==> config.mk <==
export PLATFORM = sky130hd
export DESIGN_NAME = prefetch_ctrl
export DESIGN_NICKNAME = d
export VERILOG_FILES = /design/src/rtl/prefetch_pkg.sv /design/src/rtl/pf_outst_cnt.sv /design/src/rtl/prefetch_ctrl.sv
export SDC_FILE = /design/constraint.sdc
export NUM_CORES = 1
export LEC_CHECK = 0
export BUFFER_PORTS_ARGS = -buffer_cell sky130_fd_sc_hd__buf_2
export CAP_MARGIN = 0
export CORE_AREA = 3 3 82 84
export DETAILED_ROUTE_END_ITERATION = 8
export DIE_AREA = 0 0 85 87
export GPL_ROUTABILITY_DRIVEN = 1
export PLACE_DENSITY = 0.83
export SYNTH_ARGS = -nofsm -noshare
export SYNTH_HDL_FRONTEND = slang
export SYNTH_HIERARCHICAL = 1
export SYNTH_SLANG_ARGS = --single-unit
==> constraint.sdc <==
create_clock -name clk_i -period 3.08 [get_ports clk_i]
set_input_delay 0.616 -clock clk_i [delete_from_list [all_inputs] [get_ports clk_i]]
set_output_delay 0.616 -clock clk_i [all_outputs]
set_load 0.005 [all_outputs]
==> src/rtl/prefetch_pkg.sv <==
// prefetch_pkg: shared types and constants for the instruction prefetch controller.
// Holds the FSM state enum, the outstanding-counter width and the PC increment.
package prefetch_pkg;

    typedef enum logic [1:0] {
        IDLE  = 2'd0,
        REQ   = 2'd1,
        FLUSH = 2'd2
    } pf_state_e;

    // Largest legal MAX_OUTSTANDING; counters are sized for it.
    localparam int unsigned MAX_OUTST_LIMIT = 2;
    localparam int unsigned OUTST_W         = $clog2(MAX_OUTST_LIMIT + 1);

    localparam logic [31:0] PC_INC = 32'd4;

endpackage

==> src/rtl/pf_outst_cnt.sv <==
// pf_outst_cnt: outstanding-request and discard counters for prefetch_ctrl.
// Ports: inc_i (grant), dec_i (rvalid), reload_i (discard := outstanding'),
//        room_o, any_o (outstanding!=0), discard_o (discard!=0), pending_o (outstanding'!=0).
module pf_outst_cnt
    import prefetch_pkg::*;
#(
    parameter int unsigned MAX_OUTSTANDING = 1
) (
    input  logic clk_i,
    input  logic rst_ni,
    input  logic inc_i,
    input  logic dec_i,
    input  logic reload_i,
    output logic room_o,
    output logic any_o,
    output logic discard_o,
    output logic pending_o
);

    logic [OUTST_W-1:0] outst_q, outst_d;
    logic [OUTST_W-1:0] discard_q, discard_d;
    logic               inc_ok, dec_ok;

    assign room_o    = outst_q < OUTST_W'(MAX_OUTSTANDING);
    assign any_o     = outst_q != '0;
    assign discard_o = discard_q != '0;
    assign pending_o = outst_d != '0;

    // A response with nothing outstanding is a bus protocol error: ignored.
    assign inc_ok = inc_i & room_o;
    assign dec_ok = dec_i & any_o;

    always_comb begin
        outst_d   = outst_q;
        discard_d = discard_q;
        if (inc_ok && !dec_ok) begin
            outst_d = outst_q + OUTST_W'(1);
        end else if (dec_ok && !inc_ok) begin
            outst_d = outst_q - OUTST_W'(1);
        end
        // Reload counts a grant in this cycle and drops a response in this cycle.
        if (reload_i) begin
            discard_d = outst_d;
        end else if (dec_ok && discard_o) begin
            discard_d = discard_q - OUTST_W'(1);
        end
    end

    always_ff @(posedge clk_i or negedge rst_ni) begin
        if (!rst_ni) begin
            outst_q   <= '0;
            discard_q <= '0;
        end else begin
            outst_q   <= outst_d;
            discard_q <= discard_d;
        end
    end

endmodule

==> src/rtl/prefetch_ctrl.sv <==
// prefetch_ctrl: owns the fetch PC, issues word requests on the IMEM req/gnt/rvalid
// bus and pushes returned words into fetch_fifo; redirects clear the FIFO, drop
// in-flight responses and restart at the new target.
// Ports: fetch_en_i, redirect_i/redirect_addr_i, fifo_ready_i, fifo_push_o/_instr_o/
//        _clear_o/_misaligned_o, imem_req_o/_addr_o/_gnt_i/_rvalid_i/_rdata_i, busy_o.
// Option PREFETCH_ERR_EN: adds imem_err_i / fetch_err_o; an error parks the
// controller in IDLE until the next redirect.
module prefetch_ctrl
    import prefetch_pkg::*;
#(
    parameter logic [31:0] BOOT_ADDR       = 32'h0000_0000,
    parameter int unsigned MAX_OUTSTANDING = 1
) (
    input  logic        clk_i,
    input  logic        rst_ni,
    input  logic        fetch_en_i,
    input  logic        redirect_i,
    input  logic [31:0] redirect_addr_i,
    input  logic        fifo_ready_i,
    output logic        fifo_push_o,
    output logic [31:0] fifo_instr_o,
    output logic        fifo_clear_o,
    output logic        fifo_misaligned_o,
    output logic        imem_req_o,
    output logic [31:0] imem_addr_o,
    input  logic        imem_gnt_i,
    input  logic        imem_rvalid_i,
    input  logic [31:0] imem_rdata_i,
`ifdef PREFETCH_ERR_EN
    input  logic        imem_err_i,
    output logic        fetch_err_o,
`endif
    output logic        busy_o
);

    pf_state_e   state_q, state_d;
    logic [31:0] pc_q, pc_d;
    logic        mis_q, mis_d;
    logic        hold_q, hold_d;
    logic        lock;
    logic        room, any, discard, pending;
    logic        req, grant, good, data_ok, err_fire, push;
    logic        unused_addr0;

    assign unused_addr0 = redirect_addr_i[0];

    pf_outst_cnt #(
        .MAX_OUTSTANDING(MAX_OUTSTANDING)
    ) u_cnt (
        .clk_i    (clk_i),
        .rst_ni   (rst_ni),
        .inc_i    (grant),
        .dec_i    (imem_rvalid_i),
        .reload_i (redirect_i | err_fire),
        .room_o   (room),
        .any_o    (any),
        .discard_o(discard),
        .pending_o(pending)
    );

    // hold_q keeps an ungranted request asserted with a stable address.
    assign req   = (state_q == REQ) &
                   (hold_q | (fetch_en_i & fifo_ready_i & room));
    assign grant = req & imem_gnt_i;
    assign good  = imem_rvalid_i & any & ~discard;

`ifdef PREFETCH_ERR_EN
    logic lock_q;
    assign err_fire    = good & imem_err_i & ~redirect_i;
    assign data_ok     = good & ~imem_err_i;
    assign fetch_err_o = err_fire;
    assign lock        = lock_q;

    always_ff @(posedge clk_i or negedge rst_ni) begin
        if (!rst_ni) begin
            lock_q <= 1'b0;
        end else if (redirect_i) begin
            lock_q <= 1'b0;
        end else if (err_fire) begin
            lock_q <= 1'b1;
        end
    end
`else
    assign err_fire = 1'b0;
    assign data_ok  = good;
    assign lock     = 1'b0;
`endif

    assign push = data_ok & ~redirect_i;

    always_comb begin
        state_d = state_q;
        pc_d    = pc_q;
        mis_d   = mis_q;
        hold_d  = req & ~imem_gnt_i & ~redirect_i & ~err_fire;
        unique case (state_q)
            IDLE: begin
                if (fetch_en_i && !lock) state_d = REQ;
            end
            REQ: begin
                if (!fetch_en_i && !(req && !imem_gnt_i)) state_d = IDLE;
            end
            FLUSH: begin
                if (!discard) state_d = fetch_en_i ? REQ : IDLE;
            end
            default: state_d = IDLE;
        endcase
        if (grant) pc_d = pc_q + PC_INC;
        if (push) mis_d = 1'b0;
        if (err_fire) state_d = IDLE;
        if (redirect_i) begin
            pc_d  = {redirect_addr_i[31:2], 2'b00};
            mis_d = redirect_addr_i[1];
            if (pending) state_d = FLUSH;
            else         state_d = fetch_en_i ? REQ : IDLE;
        end
    end

    always_ff @(posedge clk_i or negedge rst_ni) begin
        if (!rst_ni) begin
            state_q <= IDLE;
            pc_q    <= {BOOT_ADDR[31:2], 2'b00};
            mis_q   <= 1'b0;
            hold_q  <= 1'b0;
        end else begin
            state_q <= state_d;
            pc_q    <= pc_d;
            mis_q   <= mis_d;
            hold_q  <= hold_d;
        end
    end

    assign imem_req_o        = req;
    assign imem_addr_o       = pc_q;
    assign fifo_push_o       = push;
    assign fifo_instr_o      = push ? imem_rdata_i : 32'h0;
    assign fifo_clear_o      = redirect_i;
    assign fifo_misaligned_o = push & mis_q;
    assign busy_o            = any | (state_q != IDLE);

endmodule

==> flow_metrics.env, run 1 <==
export IMPL_avgSynthCellArea_sq_um=8.26
export IMPL_wl_per_cell_microns=15.6
export IMPL_drtPass1Iterations=4
export IMPL_cts_num_sinks=38
export IMPL_synth_async_reset_ratio_pct=100
export IMPL_crit_fanout=35
export IMPL_synth_top_area_cell="dfrtp_1"
export IMPL_drt_iter0_drc=182
export IMPL_synthFlopType="dfrtp_1"
export IMPL_postCtsSetupRepairBufs=0
export IMPL_arrival_ns=1.94
export IMPL_ys_top_cells_by_area="dfrtp_1, and2_1, or4_1"
export IMPL_die_w_microns=85
export IMPL_place_gp_congestion=0.845
export IMPL_cts_reportedPaths_clkPinSlew_ns=0.07
export IMPL_overflow=0
export IMPL_insertion_delay_ns=0.29
export IMPL_r2r_cells=12
export IMPL_irDropWorstVdd_v=0.000241
export IMPL_num_vias=3090
export IMPL_grt_usage_pct=22.7
export IMPL_diodes=0
export IMPL_crit_path_end="fifo_instr_o[16]"
export IMPL_clock_root_buffer="clkbuf_8"
export IMPL_netlist_area_leader_share_pct=33.7
export IMPL_rsz0062_at_grt="no"
export IMPL_synth_seq_cells=38
export IMPL_max_slew_margin_rel_pct=41.3
export IMPL_grt_max_degree=39
export IMPL_period_share_pct=83.0
export IMPL_crit_required_ns=2.46
export IMPL_core_area_sq_um=5990
export IMPL_ioPinCount=140
export IMPL_layout_min_cycle_time_ns=2.56
export IMPL_power_density_nw_per_um2=454
export IMPL_antenna_left=0
export IMPL_rrSetupSlack_ns=0.65
export IMPL_endpoint_kind="primary output"
export IMPL_hold_ws_ns=0.445
export IMPL_reg2reg_from="u_cnt/outst_q[0]"
export IMPL_synth_edf_count=0
export IMPL_crit_type="reg -> out"
export IMPL_die_area_sq_um=7400
export IMPL_numCtsBuffers=5
export IMPL_hpwl_mm=6.48
export IMPL_syn_cell_area_sq_um=2820
export IMPL_yosys_warnings=6
export IMPL_clockBufferDepth=2
export IMPL_area_growth_pct=27.4
export IMPL_io_buffers=136
export IMPL_drive_gt1_share_pct=34.0
export IMPL_final_util_pct=59.9
export IMPL_max_freq_ghz=0.391
export IMPL_grt_pass1_vias=3018
export IMPL_avgViaCountPerCell=5.72
export IMPL_syn_inst=341
export IMPL_yosysSeqAreaShare_pct=33.7
export IMPL_tritoncts="yes"
export IMPL_grt_pass1_wl_mm=13.6
export IMPL_crit_start="u_cnt/outst_q[0]"
export IMPL_slew_violations=0
export IMPL_run_status="completed"
export IMPL_finalHoldViolations=0
export IMPL_wl_mm=8.42
export IMPL_fin_nets=541
export IMPL_htreeDepth=2
export IMPL_fin_setup_tns_ns=0
export IMPL_worstMarginPinSlew_ns=0.880
export IMPL_rows=28
export IMPL_cp_start_kind="register"
export IMPL_die_y_microns=87
export IMPL_cts_repair_resized=0
export IMPL_ctsHoldBuffers=0
export IMPL_start_util_pct=47.0
export IMPL_min_path_type="in -> async"
export IMPL_drc=0
export IMPL_setup_viol=0
export IMPL_antenna_found_initial=0
export IMPL_fin_worst_skew_ns=0.00535
export IMPL_power_leakage_nw=1.66
export IMPL_r2r_end="state_q[0]"
export IMPL_synth_distinct_cells=57
export IMPL_cap_violations=0
## worst max-delay path, cell delays in order (launching register included)
cell	delay, ns
dfrtp_1	0.36
inv_1	0.09
ha_1	0.26
inv_1	0.09
nor4bb_4	0.27
buf_4	0.29
and2_1	0.18
buf_2	0.11
## cells by family after synthesis
family                   synth area share (%)
AO/OA/AOI/OAI                            16.6
multiplexers                             1.47
AND/OR/NAND/NOR                          36.9
adder cells (fa/ha/maj)                  1.78
flip-flops                               33.7
other                                   0.133
XOR/XNOR                                 3.06
buffers and inverters                    6.31
## worst min path at each step
stage | endpoint | from
finish | imem_addr_o[11] | rst_ni
global route | imem_addr_o[15] | rst_ni
global placement | u_cnt/outst_q[1] | u_cnt/outst_q[1]
floorplan | hold_q | rst_ni
detailed placement | u_cnt/outst_q[0] | u_cnt/outst_q[0]
CTS | imem_addr_o[11] | rst_ni
## flip-flops by register name, summed over array words and instances (netlist names)
register / count
hold_q: 1
imem_addr_o: 30
mis_q: 1
state_q: 2
u_cnt/discard_q: 2
u_cnt/outst_q: 2
## cell usage in the layout (no fill, tap or decap), drive strengths merged, types with 3 or more instances in the layout
cell type / count
a31oi: 19
nand3: 19
nor3: 6
and4: 3
clkbuf: 6
o31ai: 10
nor2: 23
nand2: 28
nor4: 7
xnor2: 7
a221oi: 5
ha: 4
dfrtp: 38
o41ai: 4
or4: 17
nand4: 12
nor2b: 11
inv: 13
and2: 35
buf: 139
mux2i: 3
o21ai: 16
a21oi: 4
or3: 7
## power breakdown
part,internal [W],switching [W],leakage (nW)
sequential,0.000580,0.0000949,0.432
combinational,0.000286,0.000330,1.19
clock,0.000173,0.000167,0.0431
## routing by layer
metal	track usage (%)	share of wire (%)	vias to the layer above
li1	-	-	1505
met5	0	0	-
met1	26.2	40	1422
met3	5.68	7.9	22
met4	9.64	2.6	0
met2	40.0	50	141
## through the flow
step	instances	setup WS, ns	power, W	area (sq um)
after global routing	540	0.343	0.00176	3590
after global placement	534	0.708	0.00127	3510
after floorplan	342	0.710	0.00107	2820
final	540	0.522	0.00163	3590
after CTS	540	0.497	0.00165	3590
after detailed placement	534	0.656	0.00130	3510
## layout make-up
type / instances / area, sq um
multi-input combinational: 268 / 1710
clock buffer: 6 / 82.6
fill: 537 / 2400
sequential: 38 / 951
timing repair buffer: 139 / 703
inverter: 14 / 52.6
tap: 75 / 93.8
## synthesized netlist by cell type (all sizes together) (3+ instances only)
| cell | count |
|---|---|
| ha | 4 |
| or3 | 7 |
| buf | 8 |
| a31oi | 19 |
| nor4 | 7 |
| nor2 | 23 |
| clkbuf | 13 |
| nor2b | 11 |
| inv | 13 |
| and4 | 3 |
| o41ai | 4 |
| nor3 | 6 |
| dfrtp | 38 |
| or4 | 17 |
| mux2i | 3 |
| o21ai | 16 |
| a221oi | 5 |
| xnor2 | 7 |
| and2 | 35 |
| nand4 | 12 |
| o31ai | 10 |
| nand2 | 28 |
| a21oi | 4 |
| nand3 | 19 |
No activity file was read; power rests on OpenSTA's default activity.
==> run 2, diff against run 1 <==
--- a/config.mk
+++ b/config.mk
@@ -5,13 +5,14 @@
 export SDC_FILE = /design/constraint.sdc
 export NUM_CORES = 1
 export LEC_CHECK = 0
+export ABC_AREA = 1
 export BUFFER_PORTS_ARGS = -buffer_cell sky130_fd_sc_hd__buf_2
 export CAP_MARGIN = 0
-export CORE_AREA = 3 3 82 84
+export CORE_AREA = 3 3 90 92
 export DETAILED_ROUTE_END_ITERATION = 8
-export DIE_AREA = 0 0 85 87
+export DIE_AREA = 0 0 93 95
 export GPL_ROUTABILITY_DRIVEN = 1
-export PLACE_DENSITY = 0.83
+export PLACE_DENSITY = 0.78
 export SYNTH_ARGS = -nofsm -noshare
 export SYNTH_HDL_FRONTEND = slang
 export SYNTH_HIERARCHICAL = 1
==> constraint.sdc (replaced) <==
create_clock -name clk_i -period 2.3 [get_ports clk_i]
set_input_delay 0.46 -clock clk_i [delete_from_list [all_inputs] [get_ports clk_i]]
set_output_delay 0.46 -clock clk_i [all_outputs]
set_load 0.005 [all_outputs]
==> run 2 against run 1 <==
Net effect:
- first-iteration DRC count fell by 22%
- design area is 13% higher
- sequential power rose by 38%
- largest cell class unchanged
- largest power group is now combinational logic
- sequential share of layout area down 3.1 points
- clock power grew 110%
- register-to-register slack worse by 0.46 ns
- via count rose by 15%
- setup slack worse by 0.34 ns
- synthesized cell count grew 50%
==> flow_metrics.env, run 2 <==
export IMPL_fin_worst_skew_ns=0.00597
export IMPL_core_area_sq_um=7290
export IMPL_avgSynthCellArea_sq_um=6.09
export IMPL_finalHoldViolations=0
export IMPL_num_vias=3544
export IMPL_dp_cells=739
export IMPL_die_y_microns=95
export IMPL_place_gp_congestion=0.867
export IMPL_yosysSeqAreaShare_pct=30.4
export IMPL_endpoint_kind="primary output"
export IMPL_crit_required_ns=1.84
export IMPL_irDropWorstVdd_v=0.000541
export IMPL_cts_num_sinks=38
export IMPL_ys_top_cells_by_area="dfrtp_1, nand2_1, nor2_1"
export IMPL_grt_pass1_wl_mm=14.6
export IMPL_antenna_left=0
export IMPL_setup_ws_ns=0.187
export IMPL_insertion_delay_ns=0.30
export IMPL_crit_fanout=34
export IMPL_cp_start_kind="register"
export IMPL_power_leakage_nw=2.39
export IMPL_wl_per_cell_microns=12.3
export IMPL_min_path_type="in -> async"
export IMPL_synthTopCellsByCount="nand2_1, nor2_1, inv_1"
export IMPL_crit_type="reg -> out"
export IMPL_tritoncts="yes"
export IMPL_slew_violations=0
export IMPL_overflow=0
export IMPL_wl_mm=9.25
export IMPL_drtPass1Iterations=6
export IMPL_synthFlopType="dfrtp_1"
export IMPL_numCtsBuffers=5
export IMPL_yosys_warnings=6
export IMPL_drt_iter0_drc=142
export IMPL_synth_seq_cells=38
export IMPL_largest_reg_flops=30
export IMPL_synth_edf_count=0
export IMPL_finalNonFillerCells=750
export IMPL_layout_min_cycle_time_ns=2.11
export IMPL_fin_setup_tns_ns=0
export IMPL_grt_max_degree=42
export IMPL_max_freq_ghz=0.473
export IMPL_synth_async_reset_ratio_pct=100
export IMPL_htreeDepth=2
export IMPL_yosysMostFrequentCell="nand2_1"
export IMPL_area_growth_pct=30.0
export IMPL_io_buffers=136
export IMPL_power_density_nw_per_um2=643
export IMPL_fin_area_sq_um=4060
export IMPL_ioPinCount=140
export IMPL_max_slew_margin_rel_pct=63.8
export IMPL_final_cell_mix="nand2_1, buf_2, nor2_1"
export IMPL_clock_root_buffer="clkbuf_8"
export IMPL_netlist_area_leader_share_pct=30.4
export IMPL_antenna_found_initial=0
export IMPL_cts_reportedPaths_clkPinSlew_ns=0.08
export IMPL_place_area_sq_um=3880
export IMPL_diodes=0
export IMPL_drc=0
export IMPL_worstMarginPinSlew_ns=0.542
export IMPL_fillers=765
export IMPL_grt_pass1_vias=3208
export IMPL_rows=31
export IMPL_start_util_pct=42.8
export IMPL_cap_violations=0
export IMPL_clockBufferDepth=2
export IMPL_syn_cell_area_sq_um=3120
export IMPL_fin_nets=725
export IMPL_run_status="completed"
export IMPL_synth_top_area_cell="dfrtp_1"
export IMPL_arrival_ns=1.65
export IMPL_grt_usage_pct=20.5
export IMPL_die_area_sq_um=8840
export IMPL_place_ws_ns=0.0254
export IMPL_setup_viol=0
export IMPL_drive_gt1_share_pct=29.5
export IMPL_final_common_cell="nand2_1"
export IMPL_period_share_pct=91.8
export IMPL_avgViaCountPerCell=4.73
export IMPL_rsz0062_at_grt="no"
export IMPL_syn_inst=513
export IMPL_hpwl_mm=7.32
export IMPL_die_w_microns=93
export IMPL_synth_distinct_cells=30
==> run 2: changes by cell type after synthesis, moves of 16 or more <==
cell / before / now
a31oi_1: 18 / 2
and2_1: 34 / 3
inv_1: 13 / 74
nand2_1: 28 / 163
nand3_1: 17 / 47
nor2_1: 23 / 95
or4_1: 17 / 0
==> run 2: critical path: stages, from the launching register on <==
cell and delay (ns):
dfrtp_1 0.38, inv_2 0.06, ha_1 0.20, inv_2 0.11, nand4_1 0.10, buf_4 0.24
nor2_1 0.13, buf_2 0.13
==> run 2: final timing paths <==
path,start,to,slack [ns],depth (start not counted)
min reg2reg,mis_q,mis_q,0.53,2
max in group asynchronous,rst_ni,imem_addr_o[7],1.71,2
min,rst_ni,imem_addr_o[12],0.05,1
max,u_cnt/outst_q[0],fifo_instr_o[1],0.19,7
min in group clk_i,redirect_addr_i[22],imem_addr_o[22],0.38,3
max reg2reg,u_cnt/outst_q[0],state_q[0],0.19,17
==> run 2: where the power goes <==
part | internal, W | leakage, nW | total (W) | switching (W)
logic | 0.000396 | 1.86 | 0.000962 | 0.000566
clock network | 0.000463 | 0.0714 | 0.000715 | 0.000252
registers | 0.000790 | 0.457 | 0.000932 | 0.000142
==> run 2: timing repair <==
| item | 4_1_cts | 5_1_grt |
|---|---|---|
| setup endpoints to repair | 1 | 1 |
| gates resized for setup | 1 | 8 |
| hold endpoints to repair | 0 | 0 |
| hold buffers | 0 | 0 |
| pin swaps | 0 | 1 |
| buffers inserted | 0 | 3 |
==> run 2: per-layer routing <==
layer | up-vias | GRT usage [%] | share of wire (%)
li1 | 1824 | - | -
met3 | 8 | 3.75 | 7.3
met1 | 1599 | 27.2 | 43
met4 | 0 | 5.86 | 1.2
met5 | - | 0 | 0
met2 | 113 | 34.1 | 48
==> run 2: logic make-up (layout without fill, tap and decap cells) <==
kind of cell | Yosys count | after routing | share of synthesized area [%]
AND/OR/NAND/NOR | 344 | 344 | 48.9
XOR/XNOR | 8 | 8 | 2.24
AO/OA/AOI/OAI | 24 | 24 | 4.13
buffers and inverters | 94 | 231 | 12.5
adder cells (fa/ha/maj) | 4 | 4 | 1.60
other | 1 | 2 | 0.120
flip-flops | 38 | 38 | 30.4
==> run 2: cell type report <==
| cell class | count | area (sq um) | share of cell area [%] |
|---|---|---|---|
| multi-input combinational | 382 | 1800 | 44.4 |
| sequential | 38 | 951 | 23.4 |
| timing repair buffer | 145 | 748 | 18.4 |
| inverter | 78 | 293 | 7.21 |
| tap | 99 | 124 | 3.05 |
| clock buffer | 6 | 82.6 | 2.03 |
| clock inverter | 2 | 60.1 | 1.48 |
==> run 2: stage by stage <==
stage	total power [W]	utilization, %	hold WS (ns)
2_1_floorplan	0.00151	-	0.164
5_1_grt	0.00280	55.7	0.0647
3_3_place_gp	0.00180	53.2	0.378
3_5_place_dp	0.00184	53.2	0.381
6_report	0.00261	55.7	0.0501
4_1_cts	0.00257	55.2	0.0531
==> run 3, diff against run 2 <==
--- a/config.mk
+++ b/config.mk
@@ -8,9 +8,9 @@
 export ABC_AREA = 1
 export BUFFER_PORTS_ARGS = -buffer_cell sky130_fd_sc_hd__buf_2
 export CAP_MARGIN = 0
-export CORE_AREA = 3 3 90 92
+export CORE_AREA = 2 2 89 91
 export DETAILED_ROUTE_END_ITERATION = 8
-export DIE_AREA = 0 0 93 95
+export DIE_AREA = 0 0 91 93
 export GPL_ROUTABILITY_DRIVEN = 1
 export PLACE_DENSITY = 0.78
 export SYNTH_ARGS = -nofsm -noshare
==> run 3 against run 2 <==
Net effect:
- global-route usage increased by 0.19 points
- cell count unchanged
- power decreased by 6.6%
- routed wire length decreased by 5.3%
- clock skew increased by 0.0038 ns
- design area decreased by 1.6%
- non-clock buffer count decreased by 3
- count of clock-buffer cells in the layout decreased by 1
- hold slack improved by 0.21 ns
- sequential share of layout area increased by 0.37 points
- critical path depth increased by 10
- via count decreased by 2.0%
- critical path type is now reg -> reg
- largest power group is now sequential cells
==> flow_metrics.env, run 3 (synthesis results as in run 2) <==
export IMPL_run_status="completed"
export IMPL_antenna_found_initial=0
export IMPL_wl_per_cell_microns=11.7
export IMPL_diodes=0
export IMPL_crit_chain="inv_2 -> ha_2 -> nand3_1 -> nand2_2 -> nand3_4 -> inv_1 -> nand2_1 -> inv_1 -> nand2_2 -> nand2_1 -> nand2_1 -> nand2_1 -> nand3_1 -> nand2_1 -> o21ai_0 -> or2_2 -> o21ai_1"
export IMPL_power_leakage_nw=2.36
export IMPL_die_area_sq_um=8460
export IMPL_place_gp_congestion=0.891
export IMPL_slowest_delay_ns=0.39
export IMPL_numCtsBuffers=5
export IMPL_final_cell_mix="nand2_1, buf_2, nor2_1"
export IMPL_setup_viol=0
export IMPL_drc=0
export IMPL_drtPass1Iterations=4
export IMPL_antenna_left=0
export IMPL_hpwl_mm=6.75
export IMPL_place_area_sq_um=3870
export IMPL_slew_violations=0
export IMPL_crit_fanout=4
export IMPL_htreeDepth=2
export IMPL_clock_root_buffer="clkbuf_8"
export IMPL_max_freq_ghz=0.467
export IMPL_power_density_nw_per_um2=610
export IMPL_endpoint_kind="register"
export IMPL_slowest_stage="dfrtp_1"
export IMPL_max_slew_margin_rel_pct=41.0
export IMPL_insertion_delay_ns=0.30
export IMPL_io_buffers=136
export IMPL_drt_iter0_drc=207
export IMPL_grt_max_degree=39
export IMPL_fin_worst_skew_ns=0.00973
export IMPL_die_w_microns=91
export IMPL_crit_type="reg -> reg"
export IMPL_cp_start_kind="register"
export IMPL_layout_min_cycle_time_ns=2.14
export IMPL_finalHoldViolations=0
export IMPL_start_util_pct=41.5
export IMPL_fillers=778
export IMPL_ioPinCount=140
export IMPL_tritoncts="yes"
export IMPL_final_common_cell="nand2_1"
export IMPL_grt_usage_pct=20.7
export IMPL_ctsHoldBuffers=0
export IMPL_arrival_ns=2.37
export IMPL_fin_area_sq_um=4000
export IMPL_hold_ws_ns=0.260
export IMPL_grt_pass1_vias=3184
export IMPL_irDropWorstVdd_v=0.000451
export IMPL_worstMarginPinSlew_ns=0.885
export IMPL_critPathMostFrequentCell="nand2_1"
export IMPL_area_growth_pct=27.9
export IMPL_drive_gt1_share_pct=28.7
export IMPL_avgViaCountPerCell=4.63
export IMPL_rsz0062_at_grt="no"
export IMPL_largest_reg_flops=30
export IMPL_clockBufferDepth=2
export IMPL_wl_mm=8.76
export IMPL_cap_violations=0
export IMPL_grt_pass1_wl_mm=14.5
export IMPL_period_share_pct=93.1
export IMPL_num_vias=3474
export IMPL_cts_reportedPaths_clkPinSlew_ns=0.08
export IMPL_fin_nets=722
export IMPL_rows=32
export IMPL_min_path_type="in -> async"
export IMPL_core_area_sq_um=7530
export IMPL_die_y_microns=93
export IMPL_overflow=0
export IMPL_crit_required_ns=2.53
export IMPL_cts_num_sinks=38
[run 3: cell types whose count changed in the layout (fill, tap and decap cells not counted), sizes merged]
cell    before  now
buf        145  142
clkinv       0    2
bufinv       2    1
clkbuf       6    5
[run 3: worst max-delay path, delay by kind of cell (launching register included)]
family,cells,cell delay (ns)
AND/OR/NAND/NOR,11,1.09
flip-flops,1,0.39
AO/OA/AOI/OAI,2,0.21
buffers and inverters,3,0.20
adder cells (fa/ha/maj),1,0.17
[run 3: per-layer routing]
metal	global-route usage, %	wire length (microns)	vias to the layer above
li1	-	-	1812
met1	28.0	3840	1562
met2	34.8	4320	94
met3	3.55	561	6
met4	4.29	36	0
met5	0	0	-
[run 3: path summary, 6_finish.rpt]
| check | startpoint | end | slack, ns | depth (start not counted) |
|---|---|---|---|---|
| worst max-delay path | u_cnt/outst_q[0] | state_q[0] | 0.16 | 17 |
| worst min-delay path | rst_ni | imem_addr_o[26] | 0.26 | 1 |
| worst max register to register | u_cnt/outst_q[0] | state_q[0] | 0.16 | 17 |
| worst min register to register | mis_q | mis_q | 0.53 | 2 |
| max in group asynchronous | rst_ni | state_q[1] | 1.47 | 1 |
| min in group clk_i | redirect_addr_i[22] | imem_addr_o[22] | 0.37 | 3 |
[run 3: what timing repair did]
action | in CTS | in global routing
setup endpoints to repair | 0 | 1
gates resized for setup | 0 | 4
setup buffers | 0 | 2
[run 3: layout make-up]
class                           instances  area [sq um]  area share (%)
Timing Repair Buffer                  142           726            18.2
Tap cell                              102           128            3.19
Clock buffer                            5          68.8            1.72
Clock inverter                          3          40.0            1.00
Sequential cell                        38           951            23.8
Inverter                               78           293            7.33
Multi-Input combinational cell        382          1790            44.8
[run 3: metrics by stage]
stage	util, %	std cells	TNS [ns]	setup slack (ns)	power (W)
2_1_floorplan	-	514	0	0.320	0.00151
3_3_place_gp	51.4	740	0	0.197	0.00179
3_5_place_dp	51.4	740	-0.00374	-0.00374	0.00184
4_1_cts	52.8	748	0	0.0120	0.00242
5_1_grt	53.1	750	0	0.0220	0.00263
6_report	53.1	750	0	0.158	0.00244
[run 3: power by group]
| group | internal (W) | leakage, nW | switching (W) | total (W) |
|---|---|---|---|---|
| Combinational | 0.000376 | 1.85 | 0.000552 | 0.000928 |
| Sequential | 0.000789 | 0.457 | 0.000142 | 0.000932 |
| Clock | 0.000320 | 0.0579 | 0.000257 | 0.000576 |
| Total | 0.00149 | 2.36 | 0.000951 | 0.00244 |
